**src/rtl/sdram_arbiter.sv**
```systemverilog
// sdram_arbiter: two-port Avalon-MM arbiter in front of one SDRAM master port.
// Define ARB_FIXED_PRIO_EN for fixed priority (port 0 wins); default is round-robin.
module sdram_arbiter #(
  parameter int MAX_PENDING = 8
) (
  input  logic        clk,
  input  logic        rst,
  input  logic [31:0] s0_address,
  input  logic        s0_read,
  input  logic        s0_write,
  input  logic [31:0] s0_writedata,
  output logic        s0_waitrequest,
  output logic [31:0] s0_readdata,
  output logic        s0_readdatavalid,
  input  logic [31:0] s1_address,
  input  logic        s1_read,
  input  logic        s1_write,
  input  logic [31:0] s1_writedata,
  output logic        s1_waitrequest,
  output logic [31:0] s1_readdata,
  output logic        s1_readdatavalid,
  output logic [31:0] master_address,
  output logic        master_read,
  output logic        master_write,
  output logic [31:0] master_writedata,
  input  logic        master_waitrequest,
  input  logic [31:0] master_readdata,
  input  logic        master_readdatavalid,
  output logic        err_unexp
);

  localparam int AW = $clog2(MAX_PENDING);

  typedef enum logic [1:0] {IDLE, GRANT0, GRANT1} state_t;

  state_t                 r_state;
  logic                   r_last;
  logic [MAX_PENDING-1:0] r_owner;
  logic [AW-1:0]          r_wptr;
  logic [AW-1:0]          r_rptr;
  logic [AW:0]            r_count;
  logic                   r_err;

  logic w_req0, w_req1, w_any;
  logic w_g0, w_g1;
  logic w_sel_read, w_sel_write, w_sel_req;
  logic w_full, w_empty, w_block;
  logic w_accept, w_push, w_pop, w_head;
  logic w_pick;

  assign w_req0 = s0_read | s0_write;
  assign w_req1 = s1_read | s1_write;
  assign w_any  = w_req0 | w_req1;
  assign w_g0   = (r_state == GRANT0);
  assign w_g1   = (r_state == GRANT1);

  // A simultaneous read and write is resolved as a read.
  assign w_sel_read  = (w_g0 & s0_read) | (w_g1 & s1_read);
  assign w_sel_write = (w_g0 & s0_write & ~s0_read)
                     | (w_g1 & s1_write & ~s1_read);
  assign w_sel_req   = w_sel_read | w_sel_write;

  assign w_full   = (r_count == (AW+1)'(MAX_PENDING));
  assign w_empty  = (r_count == '0);
  assign w_block  = w_sel_read & w_full;
  assign w_accept = w_sel_req & ~master_waitrequest & ~w_block;
  assign w_push   = w_accept & w_sel_read;
  assign w_pop    = master_readdatavalid & ~w_empty;
  assign w_head   = r_owner[r_rptr];

`ifdef ARB_FIXED_PRIO_EN
  assign w_pick = ~w_req0;
`else
  logic w_last_eff;
  // On an accept the port just served loses the next tie.
  assign w_last_eff = w_accept ? w_g1 : r_last;
  assign w_pick = (w_req0 & w_req1) ? ~w_last_eff : ~w_req0;
`endif

  assign master_address   = w_g1 ? s1_address : s0_address;
  assign master_writedata = w_g1 ? s1_writedata : s0_writedata;
  assign master_read      = w_sel_read & ~w_block;
  assign master_write     = w_sel_write;

  assign s0_waitrequest = w_g0 ? (master_waitrequest | w_block) : 1'b1;
  assign s1_waitrequest = w_g1 ? (master_waitrequest | w_block) : 1'b1;

  assign s0_readdata      = master_readdata;
  assign s1_readdata      = master_readdata;
  assign s0_readdatavalid = w_pop & ~w_head;
  assign s1_readdatavalid = w_pop & w_head;
  assign err_unexp        = r_err;

  always_ff @(posedge clk) begin
    if (rst) begin
      r_state <= IDLE;
      r_last  <= 1'b1;
      r_owner <= '0;
      r_wptr  <= '0;
      r_rptr  <= '0;
      r_count <= '0;
      r_err   <= 1'b0;
    end else begin
      if (w_accept || !w_sel_req) begin
        if (!w_any)
          r_state <= IDLE;
        else
          r_state <= w_pick ? GRANT1 : GRANT0;
      end
      if (w_accept)
        r_last <= w_g1;
      if (w_push) begin
        r_owner[r_wptr] <= w_g1;
        r_wptr          <= r_wptr + AW'(1);
      end
      if (w_pop)
        r_rptr <= r_rptr + AW'(1);
      case ({w_push, w_pop})
        2'b10:   r_count <= r_count + (AW+1)'(1);
        2'b01:   r_count <= r_count - (AW+1)'(1);
        default: r_count <= r_count;
      endcase
      if (master_readdatavalid && w_empty)
        r_err <= 1'b1;
    end
  end

endmodule

```
**config.mk**
```make
export PLATFORM = sky130hd
export DESIGN_NAME = sdram_arbiter
export DESIGN_NICKNAME = d
export VERILOG_FILES = /design/src/rtl/sdram_arbiter.sv
export SDC_FILE = /design/constraint.sdc
export NUM_CORES = 1
export LEC_CHECK = 0
export CORE_AREA = 2 2 116 118
export DETAILED_ROUTE_END_ITERATION = 10
export DIE_AREA = 0 0 118 120
export SYNTH_ARGS = -nofsm -noshare
export SYNTH_HDL_FRONTEND = slang
export SYNTH_SLANG_ARGS = --single-unit
export TNS_END_PERCENT = 10
```
**constraint.sdc**
```tcl
create_clock -name clk -period 3.3 [get_ports clk]
set_input_delay 0.33 -clock clk [delete_from_list [all_inputs] [get_ports clk]]
set_output_delay 0.33 -clock clk [all_outputs]
set_load 0.005 [all_outputs]
```
==> flow_metrics.py, run 1 <==
metrics = {
    "outcome": {
        "outcome": "completed",
    },
    "timing": {
        "fmax_mhz": 384,
        "drv_slew": 0,
        "worst_pin_slew_ps": 531,
        "fin_crit_ps": 2600,
        "skew_ps": 3.52,
        "setup_tns_ps": 0,
        "slew_headroom": 0.646,
        "hold_ws_ps": 469,
        "rsz0062_at_grt": "false",
        "setup_violations": 0,
        "fin_crit_sh": 0.789,
        "hold_viol": 0,
    },
    "yosys": {
        "synth_top_area_frac": 0.301,
        "syn_area_um2": 2550,
        "synth_edf_count": 0,
        "synth.largest_area_cell": "nand2_1",
        "yosysMostFrequentCell": "nand2_1",
        "synth_area_leaders": "nand2_1 30%, buf_4 19%, dfxtp_1 17%",
        "syn_nets": 581,
        "ys_seq_area_frac": 0.173,
        "synth_cell_types": 42,
        "async_flop_share": 0,
        "syn_avg_cell_area_um2": 6.24,
        "synth-seq-cells": 22,
        "ys.flop_type": "dfxtp_1",
        "yosys_warnings": 0,
        "yosys-top-cells-count": "204 x nand2_1, 64 x buf_4, 22 x dfxtp_1, 18 x nor2_1, 14 x clkbuf_1",
        "syn_inst": 408,
    },
    "power_and_ir_drop": {
        "max-vdd-ir-drop_uv": 187,
        "power_mw": 1.63,
        "leakage_nw": 1.94,
        "p_per_area_nw_per_um2": 370,
    },
    "job": {
        "cap_violations": 0,
    },
    "global_route": {
        "grt_usage": 0.130,
        "grt_pass1_vias": 2815,
        "antenna_found_initial": 0,
        "overflow": 0,
        "grt_max_degree": 52,
        "grt_pass1_wl_mm": 14.9,
    },
    "worst_setup_path": {
        "critPathLaunchType": "input pin",
        "crit_fanout": 4,
        "cp-end-kind": "flip-flop",
        "worstSetupPathType": "in2reg",
        "crit_arrival_ps": 2790,
        "crit_required_ps": 3490,
    },
    "clocking": {
        "cts_buffers": 3,
        "htree_num_levels": 1,
        "cts_resized": 0,
        "root_buffer": "clkbuf_16",
        "clk_latency_ps": 250,
        "tritoncts": "done",
        "clock-sinks": 22,
        "cts_setup_buffers": 0,
        "clk_pin_slew_ps": 60,
        "clockBufferDepth": 2,
        "holdBufCountCts": 0,
    },
    "worst_hold_path": {
        "worstHoldPathType": "reg2reg",
    },
    "routing": {
        "vias": 2955,
        "drtIter0Drc": 134,
        "drtPass1Iterations": 5,
        "drc": 0,
        "wl_per_cell_um": 13.8,
        "ant_nets": 0,
        "routed_via_density": 4.13,
        "routed.top_layer": "met4",
        "routed_wl_mm": 9.88,
        "met1_length_mm": 3.85,
        "wl_met3_mm": 1.06,
        "wl_met2_mm": 4.85,
    },
    "die": {
        "io_pins": 303,
        "start_util": 0.196,
        "die_h_um": 120,
        "coreArea_um2": 13000,
        "fp-row-count": 42,
        "die_area_um2": 14200,
        "die_w_um": 118,
    },
    "cells_and_area": {
        "layout-drive-gt1-share": 0.0426,
        "antenna_cells": 0,
        "fill_cells": 1371,
        "synthToLayoutAreaGrowth_pct": 73.0,
        "post-route-util": 0.340,
        "fin_nets": 715,
    },
    "placed_design": {
        "place.gp.congestion": 0.828,
        "hpwl_mm": 8.25,
        "numPortBuffers": 206,
    },
}
==> final cells by class <==
cell class,instances,area (um2),area share
timing repair buffer,211,2120,0.482
clock buffer,3,75.1,0.0170
inverter,4,15.0,0.00341
tap,176,220,0.0500
multi-input combinational,300,1530,0.348
sequential,22,440,0.0999
==> power by group <==
group	internal (mW)	switching, mW
Clock	0.160	0.0915
Combinational	0.609	0.411
Sequential	0.301	0.0577
Total	1.07	0.560
==> critical path, stage by stage <==
cell and delay (ps):
clkdlybuf4s50_1 500, nand3b_1 260, a211oi_2 290, inv_1 110, ha_1 270, xor2_1 160, ha_1 190, a21oi_1 140
xor2_1 90, or3_1 310, a21oi_1 140
==> cell families after synthesis <==
logic type | after synthesis | synth area share
simple gates | 253 | 0.417
compound gates | 21 | 0.0683
fa+ha+maj | 5 | 0.0246
flops | 22 | 0.173
mux | 13 | 0.0624
xor+xnor | 8 | 0.0275
buf+inv | 86 | 0.227
==> registers in the layout (all words and copies together) (netlist names) <==
register,cells
err_unexp,1
r_count,4
r_last,1
r_owner,8
r_rptr,3
r_state,2
r_wptr,3
==> placed cells by master, fill, tap and decap left out, types with 2 or more instances in the layout <==
master and count:
or3_2 2, nand3b_1 2, inv_1 4, buf_4 3
nor2b_1 2, xor2_1 6, mux2i_1 10, nand2_1 204
nand3_1 8, nand2b_1 5, nor2_1 18, clkdlybuf4s50_1 206
dfxtp_1 22, buf_12 2, ha_1 5, xnor2_1 2
clkbuf_16 3, mux4_2 2, a21oi_1 10
==> through the flow <==
stage          setup slack [ps]  std cells  cell area (um2)
2_1_floorplan               778        408             2550
3_3_place_gp                530        713             4330
3_5_place_dp                441        713             4330
4_1_cts                     694        716             4410
5_1_grt                     485        716             4410
6_report                    697        716             4410
==> metal layers <==
| metal | GRT usage | vias to the layer above |
|---|---|---|
| li1 | - | 1490 |
| met4 | 0.0226 | 0 |
| met3 | 0.0556 | 16 |
| met5 | 0 | - |
| met2 | 0.230 | 184 |
| met1 | 0.148 | 1265 |
==> worst paths after layout <==
check | start | endpoint | slack (ps) | cells past startpoint
worst max-delay path | s1_read | r_count[2] | 700 | 11
worst min-delay path | r_owner[0] | r_owner[0] | 470 | 2
worst max register to register | r_state[1] | r_count[2] | 830 | 10
worst min register to register | r_owner[0] | r_owner[0] | 470 | 2
Note: power is estimated with default switching activity, not from simulation.
==> run 2, diff against run 1 <==
==> constraint.sdc (replaced) <==
create_clock -name clk -period 2.6 [get_ports clk]
set_input_delay 0.26 -clock clk [delete_from_list [all_inputs] [get_ports clk]]
set_output_delay 0.26 -clock clk [all_outputs]
set_load 0.005 [all_outputs]
==> run 2 against run 1 <==
Against the previous run: clock power is 44% higher; register-to-register slack worse by 610 ps; critical path depth is 6 lower; worst hold slack better by 5.3 ps; sequential share of layout area is 0.084 points lower; global-route usage is 0.25 points lower; via count is 1.8% higher; utilization is 0.29 points higher; cell area is 0.85% higher; count of clock-buffer cells in the layout is 1 higher; setup slack worse by 520 ps; die area stayed put.
==> flow_metrics.py, run 2 (same netlist as run 1, synthesis figures left out) <==
metrics = {
    "cells_and_area": {
        "post-route-util": 0.342,
        "largest_reg_flops": 8,
        "reg_top3": "r_owner (8), r_count (4)",
        "fin_nets": 719,
        "synthToLayoutAreaGrowth_pct": 74.5,
        "antenna_cells": 0,
        "layout-drive-gt1-share": 0.0532,
        "largest_register": "r_owner",
        "fin_cells": 721,
        "final_cell_mix": "206 x clkdlybuf4s50_1, 204 x nand2_1, 22 x dfxtp_1, 18 x nor2_1",
        "final_common_cell": "clkdlybuf4s50_1",
    },
    "power_and_ir_drop": {
        "leakage_nw": 1.97,
        "seq_power_share": 0.215,
        "p_per_area_nw_per_um2": 478,
        "power_mw": 2.13,
        "clockPowerShare": 0.170,
        "max-vdd-ir-drop_uv": 216,
        "power_switching_mw": 0.726,
        "p_int_mw": 1.40,
        "p_comb_frac": 0.615,
        "p_sw_frac": 0.342,
    },
    "timing": {
        "fmax_mhz": 413,
        "fin_crit_sh": 0.932,
        "rsz0062_at_grt": "false",
        "skew_ps": 1.45,
        "setup_violations": 0,
        "setup_tns_ps": 0,
        "slew_headroom": 0.660,
        "fin_crit_ps": 2420,
        "hold_viol": 0,
        "drv_slew": 0,
        "worst_pin_slew_ps": 510,
    },
    "clocking": {
        "clockBufferDepth": 2,
        "clk_latency_ps": 260,
        "cts_setup_buffers": 0,
        "root_buffer": "clkbuf_16",
        "cts_buffers": 3,
        "holdBufCountCts": 0,
        "clk_pin_slew_ps": 60,
        "htree_num_levels": 1,
        "clock-sinks": 22,
        "tritoncts": "done",
    },
    "global_route": {
        "grt_usage": 0.128,
        "grt_pass1_wl_mm": 14.7,
        "overflow": 0,
        "antenna_found_initial": 0,
        "grt_max_degree": 51,
        "grt_pass1_vias": 2863,
    },
    "routing": {
        "vias": 3008,
        "routed_wl_mm": 9.82,
        "drtIter0Drc": 98,
        "ant_nets": 0,
        "drtPass1Iterations": 4,
        "routed_via_density": 4.17,
        "drc": 0,
        "wl_per_cell_um": 13.6,
    },
    "worst_setup_path": {
        "slowest_stage": "clkdlybuf4s50_1",
        "path_cells": "nand2b_2 -> buf_12 -> nand2_1 -> nand2_1 -> clkdlybuf4s50_1",
        "crit_cells": 5,
        "r2r_end": "r_count[2]",
        "r2r_cells": 10,
        "path_delay_family": "buffers and inverters",
        "critPathLaunchType": "flip-flop",
        "r2r_slack_ps": 220,
        "cpMostUsedCell": "nand2_1",
        "cp-end-kind": "primary output",
        "crit_arrival_ps": 2160,
        "cp_num_buf_inv": 2,
        "crit_required_ps": 2340,
        "slowest_delay_ps": 520,
        "crit_fanout": 50,
        "worstSetupPathType": "reg2out",
        "timing.rr.start": "r_count[0]",
    },
    "worst_hold_path": {
        "hold_path_end": "r_owner[4]",
        "min_path_cells": 2,
        "min_from": "r_owner[4]",
        "worstHoldPathType": "reg2reg",
    },
    "die": {
        "coreArea_um2": 13000,
        "die_area_um2": 14200,
        "start_util": 0.196,
        "die_w_um": 118,
        "fp-row-count": 42,
        "die_h_um": 120,
        "io_pins": 303,
    },
    "job": {
        "cap_violations": 0,
    },
    "placed_design": {
        "hpwl_mm": 8.32,
        "numPortBuffers": 206,
        "dpl.cell_count": 717,
        "place.gp.congestion": 0.811,
    },
    "outcome": {
        "outcome": "completed",
    },
}
run 2: worst register-to-register path, cell delays in order, from the launching register on:
cell	delay (ps)
dfxtp_1	400
nor4_2	340
nand2b_1	190
inv_1	130
ha_1	230
xor2_1	150
ha_1	190
a21oi_1	140
xor2_1	90
or3_1	300
a21oi_1	140
run 2: per-stage QoR:
step                      hold WS (ps)  instance area [um2]  setup slack [ps]
after floorplan                    361                 2550              78.0
after global placement             449                 4350              53.5
after detailed placement           456                 4350             -30.5
after CTS                          470                 4440               126
after global routing               480                 4440              25.3
final                              474                 4440               178
run 2: how the worst max path moves through the flow:
stage | start | endpoint | slack [ps]
3_5_place_dp | s0_read | r_count[2] | -30
3_3_place_gp | s0_read | r_count[2] | 50
6_report | r_state[0] | master_address[25] | 180
2_1_floorplan | r_state[0] | r_count[2] | 80
4_1_cts | r_count[0] | r_count[2] | 130
5_1_grt | r_count[0] | r_count[2] | 30
run 2: layer usage:
metal / part of all wire / wire (um) / track usage
met3: 0.12 / 1160 / 0.0509
met1: 0.38 / 3760 / 0.145
met5: 0 / 0 / 0
met4: 0.014 / 140 / 0.0279
met2: 0.49 / 4770 / 0.226
run 2: timing repair:
action,in CTS,in global routing
setup endpoints to repair,0,1
endpoints found under the hold margin,0,0
gates resized for setup,0,1
run 2: power groups by stage:
| stage | clock network (mW) | logic, mW | registers [mW] |
|---|---|---|---|
| after global routing | 0.387 | 1.43 | 0.465 |
| final | 0.361 | 1.31 | 0.458 |
| after global placement | 0 | 1.29 | 0.456 |
| after floorplan | 0 | 0.677 | 0.437 |
| after detailed placement | 0 | 1.31 | 0.461 |
| after CTS | 0.367 | 1.32 | 0.454 |
run 2: layout make-up:
type                       count  area [um2]
tap                          176         220
clock buffer                   4        88.8
fill                        1378        8540
sequential                    22         440
multi-input combinational    300        1540
inverter                       4        15.0
timing repair buffer         215        2140
